[src/rtl/index_mask_decoder.sv]
// index_mask_decoder
//   Keeps a registered occupancy mask of M = 2**N slots. A set request
//   turns a binary index into a one-hot bit and ORs it into the mask. A clear
//   request removes a bit the same way. Flush empties the whole mask.
//   The block also registers a one-hot copy of the last accepted set index,
//   the population count, and full/empty flags. All of these come from the
//   same next-mask value, so they always agree with each other.
//   Optional feature: define INDEX_MASK_DECODER_ERR_CHECK_EN to get a sticky
//   error flag for redundant sets and clears. When the macro is undefined,
//   err is tied to 0.

module index_mask_decoder #(
  parameter int N = 3
) (
  input  logic               clk,
  input  logic               rst_n,
  input  logic               set_valid,
  input  logic [N-1:0]       set_index,
  input  logic               clr_valid,
  input  logic [N-1:0]       clr_index,
  input  logic               flush,
  output logic [(1<<N)-1:0]  mask,
  output logic               dec_valid,
  output logic [(1<<N)-1:0]  dec_onehot,
  output logic [N:0]         count,
  output logic               full,
  output logic               empty,
  output logic               err
);

  localparam int         M      = 1 << N;
  localparam logic [N:0] C_FULL = (N+1)'(M);
  localparam logic [N:0] C_ZERO = {(N+1){1'b0}};

  // One-hot decode of a binary index. Every index is in range.
  function automatic logic [M-1:0] f_dec(input logic [N-1:0] idx);
    return {{(M-1){1'b0}}, 1'b1} << idx;
  endfunction

  // Count the ones in a mask vector.
  function automatic logic [N:0] f_popcount(input logic [M-1:0] v);
    logic [N:0] c;
    c = C_ZERO;
    for (int k = 0; k < M; k++) begin
      c = c + {{N{1'b0}}, v[k]};
    end
    return c;
  endfunction

  logic [M-1:0] r_mask;
  logic         r_dec_valid;
  logic [M-1:0] r_dec_onehot;
  logic [N:0]   r_count;
  logic         r_full;
  logic         r_empty;

  logic [M-1:0] w_set_dec;
  logic [M-1:0] w_clr_dec;
  logic [M-1:0] w_mask_next;
  logic         w_dec_valid_next;
  logic [N:0]   w_count_next;
  logic         w_full_next;
  logic         w_empty_next;

  // Gate the one-hot decodes with their valids.
  always_comb begin
    w_set_dec = {M{1'b0}};
    w_clr_dec = {M{1'b0}};
    if (set_valid) begin
      w_set_dec = f_dec(set_index);
    end else begin
      w_set_dec = {M{1'b0}};
    end
    if (clr_valid) begin
      w_clr_dec = f_dec(clr_index);
    end else begin
      w_clr_dec = {M{1'b0}};
    end
  end

  // Next mask: flush has priority. Otherwise clear first and then set,
  // so a set and a clear of the same index leave the bit at 1.
  always_comb begin
    w_mask_next = r_mask;
    if (flush) begin
      w_mask_next = {M{1'b0}};
    end else begin
      w_mask_next = (r_mask & ~w_clr_dec) | w_set_dec;
    end
  end

  // Count and flags come from the next mask. Count can never wrap.
  always_comb begin
    w_dec_valid_next = set_valid & ~flush;
    w_count_next     = f_popcount(w_mask_next);
    w_full_next      = (w_count_next == C_FULL);
    w_empty_next     = (w_count_next == C_ZERO);
  end

  // State register for the mask, decode and derived flags.
  always_ff @(posedge clk or negedge rst_n) begin
    if (!rst_n) begin
      r_mask       <= {M{1'b0}};
      r_dec_valid  <= 1'b0;
      r_dec_onehot <= {M{1'b0}};
      r_count      <= C_ZERO;
      r_full       <= 1'b0;
      r_empty      <= 1'b1;
    end else begin
      r_mask      <= w_mask_next;
      r_dec_valid <= w_dec_valid_next;
      if (w_dec_valid_next) begin
        r_dec_onehot <= f_dec(set_index);
      end
      r_count <= w_count_next;
      r_full  <= w_full_next;
      r_empty <= w_empty_next;
    end
  end

`ifdef INDEX_MASK_DECODER_ERR_CHECK_EN
  logic r_err;
  logic w_err_event;
  logic w_same_idx;

  // Flag a redundant set or a redundant clear. A redundant set does not
  // count when the same cycle also clears that index, because the clear
  // and set together re-assert the bit on purpose.
  always_comb begin
    w_same_idx  = clr_valid & (clr_index == set_index);
    w_err_event = 1'b0;
    if (flush) begin
      w_err_event = 1'b0;
    end else begin
      w_err_event = (set_valid & (|(w_set_dec & r_mask)) & ~w_same_idx) |
                    (clr_valid & ~(|(w_clr_dec & r_mask)));
    end
  end

  // Sticky error flag. Only reset clears it; flush does not.
  always_ff @(posedge clk or negedge rst_n) begin
    if (!rst_n) begin
      r_err <= 1'b0;
    end else begin
      r_err <= r_err | w_err_event;
    end
  end

  assign err = r_err;
`else
  assign err = 1'b0;
`endif

  assign mask       = r_mask;
  assign dec_valid  = r_dec_valid;
  assign dec_onehot = r_dec_onehot;
  assign count      = r_count;
  assign full       = r_full;
  assign empty      = r_empty;

endmodule

[config.mk]
export PLATFORM = sky130hd
export DESIGN_NAME = index_mask_decoder
export DESIGN_NICKNAME = d
export VERILOG_FILES = /design/src/rtl/index_mask_decoder.sv
export SDC_FILE = /design/constraint.sdc
export NUM_CORES = 1
export LEC_CHECK = 0
export BUFFER_PORTS_ARGS = -buffer_cell sky130_fd_sc_hd__clkbuf_2
export CORE_ASPECT_RATIO = 0.7
export CORE_MARGIN = 2
export CORE_UTILIZATION = 45
export DETAILED_ROUTE_END_ITERATION = 6
export PLACE_DENSITY = 0.71
export SYNTH_ARGS = -nofsm -noshare
export SYNTH_HDL_FRONTEND = slang
export SYNTH_SLANG_ARGS = --single-unit
[constraint.sdc]
create_clock -name clk -period 4.9 [get_ports clk]
set_input_delay 0.245 -clock clk [delete_from_list [all_inputs] [get_ports clk]]
set_output_delay 0.245 -clock clk [all_outputs]
set_load 0.1 [all_outputs]
After elaboration in Yosys (flattened, before gate mapping)
Cells that the tools add are included.
{"block": "word_totals", "romBits": 0, "latch_bits": 0, "elab_cells": 25, "out_inout_bits": 24, "mem_count": 0, "ff_bits": 23, "ram_bits": 0}
{"block": "classes", "n_div": 0, "magnitude_cmp": 0, "n_eq_ne": 1, "reduce_logical": 1, "muxes": 3, "n_mul": 0, "n_bitwise": 5, "n_shift": 2, "n_addsub": 7}
{"cell": "8-bit 2-to-1 mux", "count": 3}
{"cell": "4-bit by 1-bit adder with 4-bit output", "count": 4}
{"cell": "1-bit by 3-bit << shifter with 8-bit output, first input constant", "count": 2}
{"cell": "8-bit AND", "count": 1}
{"cell": "8-bit inverter", "count": 1}
{"cell": "8-bit OR", "count": 1}
{"cell": "3-bit by 1-bit adder with 4-bit output", "count": 1}
{"cell": "4-bit equality test, second input constant", "count": 1}
{"cell": "4-bit logical NOT", "count": 1}
{"cell": "2-bit by 1-bit adder with 3-bit output", "count": 1}
{"cell": "1-bit by 1-bit adder with 2-bit output", "count": 1}
{"cell": "1-bit AND", "count": 1}
{"cell": "1-bit inverter", "count": 1}

Longest topological paths before layout
{"block": "depth", "depth_word": 14, "ltp_mapped": 13, "mapped_depth_nobuf": 11}

Worst setup path after synthesis
Ideal clock, no wire load.
{"block": "synth_path", "path_type": "reg2reg", "from": "register r_mask[0] (netlist: mask[0])", "to": "register r_full (netlist: full)", "path_buffers": 0, "setup_ns": 0.100, "stages_incl_launch_ff": 12, "t_arrival_ns": 3.824, "synth_period_minus_slack_ns": 3.924, "setup_slack_ns": 0.976, "path_cell_list": "dfrtp_1 inv_1 o32a_1 fa_1 fa_1 fa_1 inv_1 ha_1 inv_1 fa_1 nand2b_1 nor4bb_1"}
{"block": "synth_between", "elab_chain_cells": 11}
{"item": "start: declaration", "line_no": "50", "source": "logic [M-1:0] r_mask;"}
{"item": "start signal: assignment", "line_no": "103", "source": "r_mask <= {M{1'b0}};"}
{"item": "start signal: assignment", "line_no": "110", "source": "r_mask <= w_mask_next;"}
{"item": "8-bit AND", "line_no": "88", "source": "w_mask_next = (r_mask & ~w_clr_dec) | w_set_dec;"}
{"item": "8-bit OR", "line_no": "88"}
{"item": "8-bit 2-to-1 mux", "line_no": "85", "source": "if (flush) begin"}
{"item": "1-bit by 1-bit adder with 2-bit output", "line_no": "45", "source": "c = c + {{N{1'b0}}, v[k]};"}
{"item": "2-bit by 1-bit adder with 3-bit output", "line_no": "45"}
{"item": "3-bit by 1-bit adder with 4-bit output", "line_no": "45"}
{"item": "4-bit by 1-bit adder with 4-bit output (4 in a row)", "line_no": "45"}
{"item": "4-bit equality test", "line_no": "96", "source": "w_full_next = (w_count_next == C_FULL);"}
{"item": "named net w_full_next", "line_no": "62", "source": "logic w_full_next;"}
{"item": "end signal: assignment", "line_no": "116", "source": "r_full <= w_full_next;"}
{"item": "end: declaration", "line_no": "54", "source": "logic r_full;"}
The timed path passes the listed nets, and every way through them passes these cells.
A chain may end at the register's enable or synchronous reset.

Worst setup path in the final report
{"block": "layout_path", "from": "input flush", "to": "register r_full (netlist: full)"}
{"block": "layout_between", "elab_chain_cells": 9}
{"item": "start: declaration", "line_no": "21", "source": "input logic flush,"}
{"item": "8-bit 2-to-1 mux *", "line_no": "85"}
{"item": "1-bit by 1-bit adder with 2-bit output", "line_no": "45"}
{"item": "2-bit by 1-bit adder with 3-bit output", "line_no": "45"}
{"item": "3-bit by 1-bit adder with 4-bit output", "line_no": "45"}
{"item": "4-bit by 1-bit adder with 4-bit output (3 in a row)", "line_no": "45"}
{"item": "4-bit by 1-bit adder with 4-bit output *", "line_no": "45"}
{"item": "4-bit equality test *", "line_no": "96"}
{"item": "named net w_full_next", "line_no": "62"}
Mark *: on every way through the listed nets, which the timed path passes. The rest lies on a longest branch.

==> impl_metrics.toml <==
[outcome]
result_of_the_run = "finished, final reports clean"

[power_and_ir_drop]
pwr-share-seq_pct = 42.6
switchingPower_uw = 202
cell_leakage_power_uw = 0.000688
comb_power_share_pct = 34.1
power.density_cell_area_nw_per_um2 = 352
power.ir.vdd_worst_mv = 0.220
clock_share_of_power_pct = 23.3
power.switching_fraction_pct = 40.9
cell_internal_pwr_uw = 292
fin_total_pwr_uw = 493

[clock_network]
cts-htree-levels = 1
clock_path_buffers = 2
clkSlewWorstSetupHoldPaths_ps = 80
clock_insertion_delay_worst_skew_ps = 260
cts-buffers-inserted = 3
cts_tree = "done"
post_cts_resized = 0
tritoncts_num_sinks = 23
cts_root_buf = "clkbuf_8"

[worst_setup_path]
crit_path_top_delay_cell = "fa_1"
worstReg2RegStart = "mask[0]$_DFF_PN0_"
worstSetupPathType = "input pin to register"
critPathLaunch = "flush"
cp_common_cell = "fa_1"
setup.worst_path.end_class = "register"
path_cells = "clkbuf_2 -> or3b_4 -> o32a_1 -> fa_1 -> fa_1 -> fa_1 -> inv_1 -> ha_1 -> inv_1 -> fa_1 -> nand2b_1 -> nor4bb_1"
critPathRequiredTime_ps = 5060
worstPathMaxFanout = 18
crit_arrival_ps = 3800
critPathMaxStageDelay_ps = 550
critical_path.startpoint_type = "input pin"

[detailed_routing]
detail_route.first_pass.iterations = 4
wl_per_cell_microns = 15.4
postRouteWirelength_microns = 2510
drtIter0Drc = 62
drc = 0
vias = 906
drt-vias-per-instance = 5.56
drtAntennaViolNets = 0

[floorplanning]
die_width_microns = 65.4
initial_utilization_pct = 47.9
floorplan.io_pins = 35
fp-row-count = 15
design.die.area_sq_um = 3070
core_region_area_sq_um = 2480
dieHeight_microns = 47.0

[logic_synthesis]
ys_ff_latch = 23
netlist_area_sq_um = 1190
synthDominantAreaCellType = "dfrtp_1"
synth_cell_type_count = 26
yosys_warning_total = 0
syn_avg_cell_area_sq_um = 12.1
synth_top_cells_by_area = "dfrtp_1 (46%), fa_1 (6.8%), o2bb2ai_1 (5.9%)"
syn_nets = 116
synth_cells = 98
ys_seq_area_share_pct = 48.6
synth_top_area_share_pct = 46.4

[timing]
max_slew.worst_pin.slew_ps = 552
rsz0062_at_grt = "false"
setup_viol = 0
slew_viol_final = 0
min_period_over_period_pct = 74.2
timing.setup.tns_ps = 0
finalCriticalPeriod_ps = 3630
final.setup.worst_slack_ps = 1270
max-slew-margin-rel_pct = 63.2
clock_skew_ps = 3.27
fmaxAchievable_mhz = 275
hold_viol_final = 0

[placed_design]
dp_slack_ps = 1010
dp.final_hpwl_microns = 1830
gp_routability_congestion = 0.799
place.port_buffers = 33
placedInstanceArea_sq_um = 1350

[flow_run]
maxCapViolations = 0

[finish]
layout_commonest_cell = "clkbuf_2"
multiInputGateArea_sq_um = 503
layout.cell_area.non_filler_sq_um = 1400
mostFrequentLayoutCells = "clkbuf_2 (33), dfrtp_1 (22), inv_1 (16)"
drive_above_1_share_pct = 30.2
finalNetCount = 148
diodes = 0
area.sequential_sq_um = 577
area.growth.synth_to_final_pct = 18.2
fillers = 224

[global_route]
grtUsageTotal_pct = 17.8
grt_start_max_net_pins = 24
number_of_antenna_violations_at_the_first_check_in_global_routing = 0
grt_first_pass_wirelength_microns = 3820
first_global_vias = 794
grt_overflow_total = 0

[hold_path]
min-delay-path-class = "input pin to register"
worst_hold_startpoint = "set_index[1]"
cells by family (layout without fill, tap and decap cells):
family	count (synthesis)	in the layout	synth area share, %
compound gates	25	25	19.0
xor+xnor	1	1	0.739
fa+ha+maj	7	7	9.92
buf+inv	23	54	8.97
flops	23	23	48.6
other cells	1	1	0.316
simple gates	18	18	12.4
metrics by stage:
| stage | instances | hold WS (ps) | util [%] |
|---|---|---|---|
| after global placement | 158 | 254 | 54.4 |
| after global routing | 163 | 387 | 56.6 |
| after CTS | 163 | 356 | 56.6 |
| after detailed placement | 158 | 259 | 54.4 |
| final | 163 | 357 | 56.6 |
| after floorplan | 98 | -50.6 | - |
cell usage after synthesis:
cell       instances
dfrtp_1           22
inv_1             16
o2bb2ai_1          8
o32ai_1            8
o32a_1             7
fa_1               4
nand2b_1           4
nor4bb_1           4
and4b_1            3
clkbuf_1           3
ha_1               3
buf_6              2
a211oi_1           1
a21o_1             1
and2_1             1
and4_1             1
buf_2              1
buf_4              1
conb_1             1
dfstp_2            1
nand2_1            1
nand3b_1           1
nor4b_1            1
or2_2              1
or3b_4             1
xnor2_1            1
critical path, delay by kind of cell:
| family | cells | cell delay, ps |
|---|---|---|
| simple gates | 3 | 900 |
| buf+inv | 3 | 350 |
| fa+ha+maj | 5 | 2080 |
| compound gates | 1 | 210 |
timing repair:
action	in CTS	in global routing
setup buffers	0	0
hold buffers	1	0
hold endpoints to repair	22	0
flip-flops by register name, indices dropped and copies added, names as in the netlist:
signal and count:
mask 8, empty 1, count 4, full 1, dec_valid 1, dec_onehot 8
cell type report:
type | count | share of cell area, %
Sequential cell | 23 | 41.1
Multi-Input combinational cell | 52 | 35.9
Timing Repair Buffer | 34 | 12.5
Inverter | 16 | 4.28
Clock buffer | 4 | 3.21
Tap cell | 34 | 3.03
routing by layer:
layer / GRT usage, % / up-vias / wire [microns]
met3: 6.00 / 2 / 144
li1: - / 423 / -
met2: 29.2 / 40 / 1170
met1: 23.0 / 441 / 1180
met5: 0 / - / 0
met4: 5.83 / 0 / 12
worst paths after layout:
kind                                              to  slack [ps]  cells after the start
hold reg to reg            dec_onehot[3]$_DFFE_PN0P_         490                      1
setup / recovery                      full$_DFF_PN0_        1270                     12
min in group asynchronous  dec_onehot[5]$_DFFE_PN0P_         500                      2
setup reg to reg                      full$_DFF_PN0_        1480                     11
max in group asynchronous            empty$_DFF_PN1_        4040                      2
hold / removal             dec_onehot[3]$_DFFE_PN0P_         360                      3
power by group through the flow:
stage	clock (uW)	sequential [uW]	combinational, uW
2_1_floorplan	0	314	37.3
3_3_place_gp	0	213	166
3_5_place_dp	0	214	167
4_1_cts	120	210	169
5_1_grt	128	212	175
6_report	115	210	168
(Power assumes the default switching activity.)
